### src/rtl/counter_monitor.sv
// rtl/counter_monitor.sv - scoreboard monitor for a W-bit up/load counter (optional capture: COUNTER_MONITOR_CAPTURE_EN)
module counter_monitor #(
    parameter int W    = 4,
    parameter int ERRW = 8
) (
    input  logic            clk,
    input  logic            rst,
    input  logic            enb,
    input  logic            modo,
    input  logic [W-1:0]    data,
    input  logic [W-1:0]    Q,
    output logic            chk_valid,
    output logic            mismatch,
    output logic            err_sticky,
    output logic [ERRW-1:0] err_count,
    output logic [15:0]     check_count,
    output logic [1:0]      state,
    output logic [W-1:0]    first_exp,
    output logic [W-1:0]    first_obs,
    output logic [15:0]     first_idx
);

    typedef enum logic [1:0] {
        ST_RST  = 2'b00,
        ST_RUN  = 2'b01,
        ST_FAIL = 2'b10
    } state_t;

    state_t          state_q, state_d;
    logic [W-1:0]    exp_q, exp_d;
    logic            chk_valid_q, mismatch_q, err_sticky_q;
    logic [ERRW-1:0] err_cnt_q, err_cnt_d;
    logic [15:0]     chk_cnt_q;
    logic            miss;
    logic [W-1:0]    base;

    // Compare observed Q against the model; on a miss the model resyncs to Q
    always_comb begin
        miss = (Q != exp_q);
        base = miss ? Q : exp_q;
    end

    // Next model value follows the counter's own rules applied to the resynced base
    always_comb begin
        exp_d = base;
        if (enb) begin
            exp_d = modo ? data : base + W'(1);
        end
    end

    // Saturating error counter next value
    always_comb begin
        err_cnt_d = err_cnt_q;
        if (miss && (err_cnt_q != {ERRW{1'b1}})) begin
            err_cnt_d = err_cnt_q + ERRW'(1);
        end
    end

    // FSM state register
    always_ff @(posedge clk) begin
        if (!rst) begin
            state_q <= ST_RST;
        end else begin
            state_q <= state_d;
        end
    end

    // FSM next-state: leave RST on the first live edge, fall into FAIL on a miss while running
    always_comb begin
        state_d = state_q;
        case (state_q)
            ST_RST:  state_d = ST_RUN;
            ST_RUN:  state_d = miss ? ST_FAIL : ST_RUN;
            ST_FAIL: state_d = ST_FAIL;
            default: state_d = ST_RST;
        endcase
    end

    // FSM output: expose the encoded state
    always_comb begin
        state = state_q;
    end

    // Model, comparison flags and counters; every live edge is one comparison
    always_ff @(posedge clk) begin
        if (!rst) begin
            exp_q        <= '0;
            chk_valid_q  <= 1'b0;
            mismatch_q   <= 1'b0;
            err_sticky_q <= 1'b0;
            err_cnt_q    <= '0;
            chk_cnt_q    <= '0;
        end else begin
            exp_q        <= exp_d;
            chk_valid_q  <= 1'b1;
            mismatch_q   <= miss;
            err_sticky_q <= err_sticky_q | miss;
            err_cnt_q    <= err_cnt_d;
            chk_cnt_q    <= chk_cnt_q + 16'd1;
        end
    end

    assign chk_valid   = chk_valid_q;
    assign mismatch    = mismatch_q;
    assign err_sticky  = err_sticky_q;
    assign err_count   = err_cnt_q;
    assign check_count = chk_cnt_q;

`ifdef COUNTER_MONITOR_CAPTURE_EN
    logic [W-1:0] first_exp_q, first_obs_q;
    logic [15:0]  first_idx_q;

    // Snapshot the first miss since reset; index is the count of earlier comparisons
    always_ff @(posedge clk) begin
        if (!rst) begin
            first_exp_q <= '0;
            first_obs_q <= '0;
            first_idx_q <= '0;
        end else if (miss && !err_sticky_q) begin
            first_exp_q <= exp_q;
            first_obs_q <= Q;
            first_idx_q <= chk_cnt_q;
        end
    end

    assign first_exp = first_exp_q;
    assign first_obs = first_obs_q;
    assign first_idx = first_idx_q;
`else
    assign first_exp = '0;
    assign first_obs = '0;
    assign first_idx = '0;
`endif

endmodule

### config.mk
export PLATFORM = sky130hd
export DESIGN_NAME = counter_monitor
export DESIGN_NICKNAME = d
export VERILOG_FILES = /design/src/rtl/counter_monitor.sv
export SDC_FILE = /design/constraint.sdc
export NUM_CORES = 1
export LEC_CHECK = 0
export CAP_MARGIN = 15
export CORE_ASPECT_RATIO = 1.2
export CORE_MARGIN = 2
export CORE_UTILIZATION = 45
export DETAILED_ROUTE_END_ITERATION = 12
export GPL_TIMING_DRIVEN = 0
export PLACE_DENSITY = 0.83
export SYNTH_ARGS = -nofsm -noshare
export SYNTH_HDL_FRONTEND = slang
export SYNTH_SLANG_ARGS = --single-unit
### constraint.sdc
create_clock -name clk -period 2.75 [get_ports clk]
set_clock_uncertainty 0.05 [all_clocks]
set_input_delay 0.55 -clock clk [delete_from_list [all_inputs] [get_ports clk]]
set_output_delay 0.55 -clock clk [all_outputs]
set_load 0.03 [all_outputs]
==> run metrics <==
DRC 0; leak pwr between 0.0009 and 0.001 µW; CP Max Fanout 10; Setup CP Type in2reg; fmax approximately 0.47 GHz; Site Rows 24; setup violation total in the final timing report 0; Sinks on Clock Net 33; Hold WS approximately 0.40 ns; crit path DAT roughly 2.3 ns; Ports 65; sequential area share after synthesis about two fifths; Root Driver clkbuf_8; Worst setup EP type flip-flop; Post-Synth Adder-Cell Area approximately 1.5%; DR vias ~1500; Mean Syn Cell Area 8.875 µm²; gr usage total ~16%; max_cap viols 0; CTS Buf Count 5; ANT nets after route 0; CTS tree built; hpwl dp 2497 µm; die span in x between 60 and 70 µm; setup TNS 0 ns; Area growth syn-to-layout 35.28%; Total Power around 1100 µW; status finished, final reports clean; Vias/cell 4.770; IR Drop Worst-Case VDD between 0.3 and 0.4 mV; drt first pass iters 4; Clock Latency Late Sink 0.28 ns; Core ar. 3633 µm²; initial drt markers a little over 40; fraction of registers with async set/reset 0%; IO buf count 37; layout net count 274; final hold viol count 0; ys flop type dfxtp_1; Reg clk slew, reported paths approximately 0.070 ns; largest family of logic cells by synthesized area simple AND/OR/NAND/NOR gates; first-pass GRT wire length 5064 µm; initial antenna violation count 0; Netlist Area Pre-Place ~1700 µm²; CTS Buffer Depth 2; WL final roughly 3300 µm; routability-driven placement congestion ratio 0.8586; H-tree Lvls 2; Post-Synthesis Cells between 150 and 200; Final Max Slew Viols 0; RSZ-0062 raised after global routing no; share of layout cells above drive strength 1 between 15 and 20%; post-synthesis mux area share less than 1%; Yosys warning count 0; Die Span Y ~70 µm; PD cells 471.8 nW/µm²; number of enable flip-flop cells after synthesis 0; final critical-path required period ~2.1 ns; worst reg2reg setup slack roughly 1.1 ns; Seq cells post-synth 33; critical path launch point type input port; pin count of the biggest net entering global routing 11; die area about 4300 µm²; vias in the first global route 1200; drt wl/cell 10.54 µm; Util after Layout a little under two thirds; GRT overflow 0; Storage cell area ~660 µm²; area taken by multi-input logic gates 890.9 µm²; Compound-Gate Fraction of Synth Area between 10% and 20%; xor/xnor share of the synthesized area a little over a tenth; setup bufs post-CTS 0; Required @ worst endpoint around 2.9 ns; Hold Crit Class reg2reg; Synth Area in Simple Gates a little under a quarter; # diodes 0; cts repair resizes 0; initial core utilization 47.14%; Synth cell types 41; Filler Cells Inserted 326; CTS Hold Bufs 0; Final Cycle Share between 70% and 80%
[worst paths after layout]
kind                                                 from                         end  depth (start not counted)
worst min register to register      err_sticky$_SDFF_PN0_       err_sticky$_SDFF_PN0_                          2
worst max-delay path                                 Q[1]   err_count[6]$_SDFFE_PN0P_                          6
worst min-delay path                err_sticky$_SDFF_PN0_       err_sticky$_SDFF_PN0_                          2
worst max register to register  check_count[2]$_SDFF_PN0_  check_count[11]$_SDFF_PN0_                          4
[kinds of logic (layout without fill, tap and decap cells)]
kind of cell,count (synthesis),after routing
buf+inv,36,81
other cells,1,24
flops,33,33
mux,1,1
fa+ha+maj,2,2
compound gates,29,29
simple gates,73,73
xor+xnor,18,18
[through the flow]
| step | instances | setup slack (ns) | instance area, µm² |
|---|---|---|---|
| finish | 313 | 0.6437 | 2317 |
| global route | 313 | 0.4691 | 2317 |
| CTS | 313 | 0.6323 | 2317 |
| detailed placement | 305 | 0.3276 | 2235 |
| global placement | 305 | 0.3313 | 2235 |
| floorplan | 216 | 0.9466 | 1799 |
[state kept, by name, summed over array words and instances, names as in the netlist]
register	cells
err_sticky	1
state	2
check_count	16
exp_q	4
chk_valid	1
mismatch	1
err_count	8
[critical path, stage by stage]
cell             delay, ns
clkdlybuf4s50_1       0.53
xor2_2                0.23
nor4_4                0.49
buf_6                 0.21
nor3_2                0.05
a211oi_2              0.20
[layer usage]
metal / vias up / GRT usage, % / wire length (µm)
met1: 663 / 18.17 / 1338
met3: 6 / 6.137 / 308
met4: 0 / 8.148 / 44
li1: 752 / - / -
met2: 72 / 24.88 / 1607
met5: - / 0 / 0
[power breakdown]
part           switching [µW]  total [µW]  internal [µW]
Combinational             134         231           96.6
Sequential               18.7         518            499
Clock                     169         344            175
Total                     322        1090            771
[area by class of cell]
cell class	instances	area share, %
Tap cell	52	2.808
Clock inverter	2	0.4320
Sequential cell	33	28.51
Timing Repair Buffer	37	15.98
Buffer	31	9.881
Multi-Input combinational cell	147	38.44
Inverter	5	0.8099
Clock buffer	6	3.132
[placed cells by master, fill, tap and decap left out, types with 6 or more instances in the layout]
cell type,n
dfxtp_1,33
nand4_1,7
nand3_1,7
clkdlybuf4s50_1,37
nor2_1,20
nand2_1,11
xnor2_1,9
a21oi_1,8
conb_1,24
o21ai_0,7
xor2_1,6
buf_4,24
[synthesized netlist by cell type (2+ instances only)]
cell       n  share of area [%]
xnor2_1    9                4.6
inv_1      5                1.1
a22oi_1    2               0.88
xor2_1     6                3.1
nor3_1     3               0.88
a21oi_1    8                2.3
nor2_1    20                4.4
ha_1       2                1.5
buf_6      3                2.0
nand4_1    7                2.6
nand2_1   11                2.4
nand2b_1   5                1.8
dfxtp_1   33                 39
and2_1     3                1.1
clkbuf_1   4               0.88
xor2_2     3                2.8
or3_2      3                1.3
nand3_1    7                2.0
o31ai_1    2               0.88
nor4_1     5                1.8
buf_4     24                 11
o21ai_0    7                2.0
o21ai_1    2               0.58
nand3b_1   2               0.88
Power figures use the tool's default switching activity.
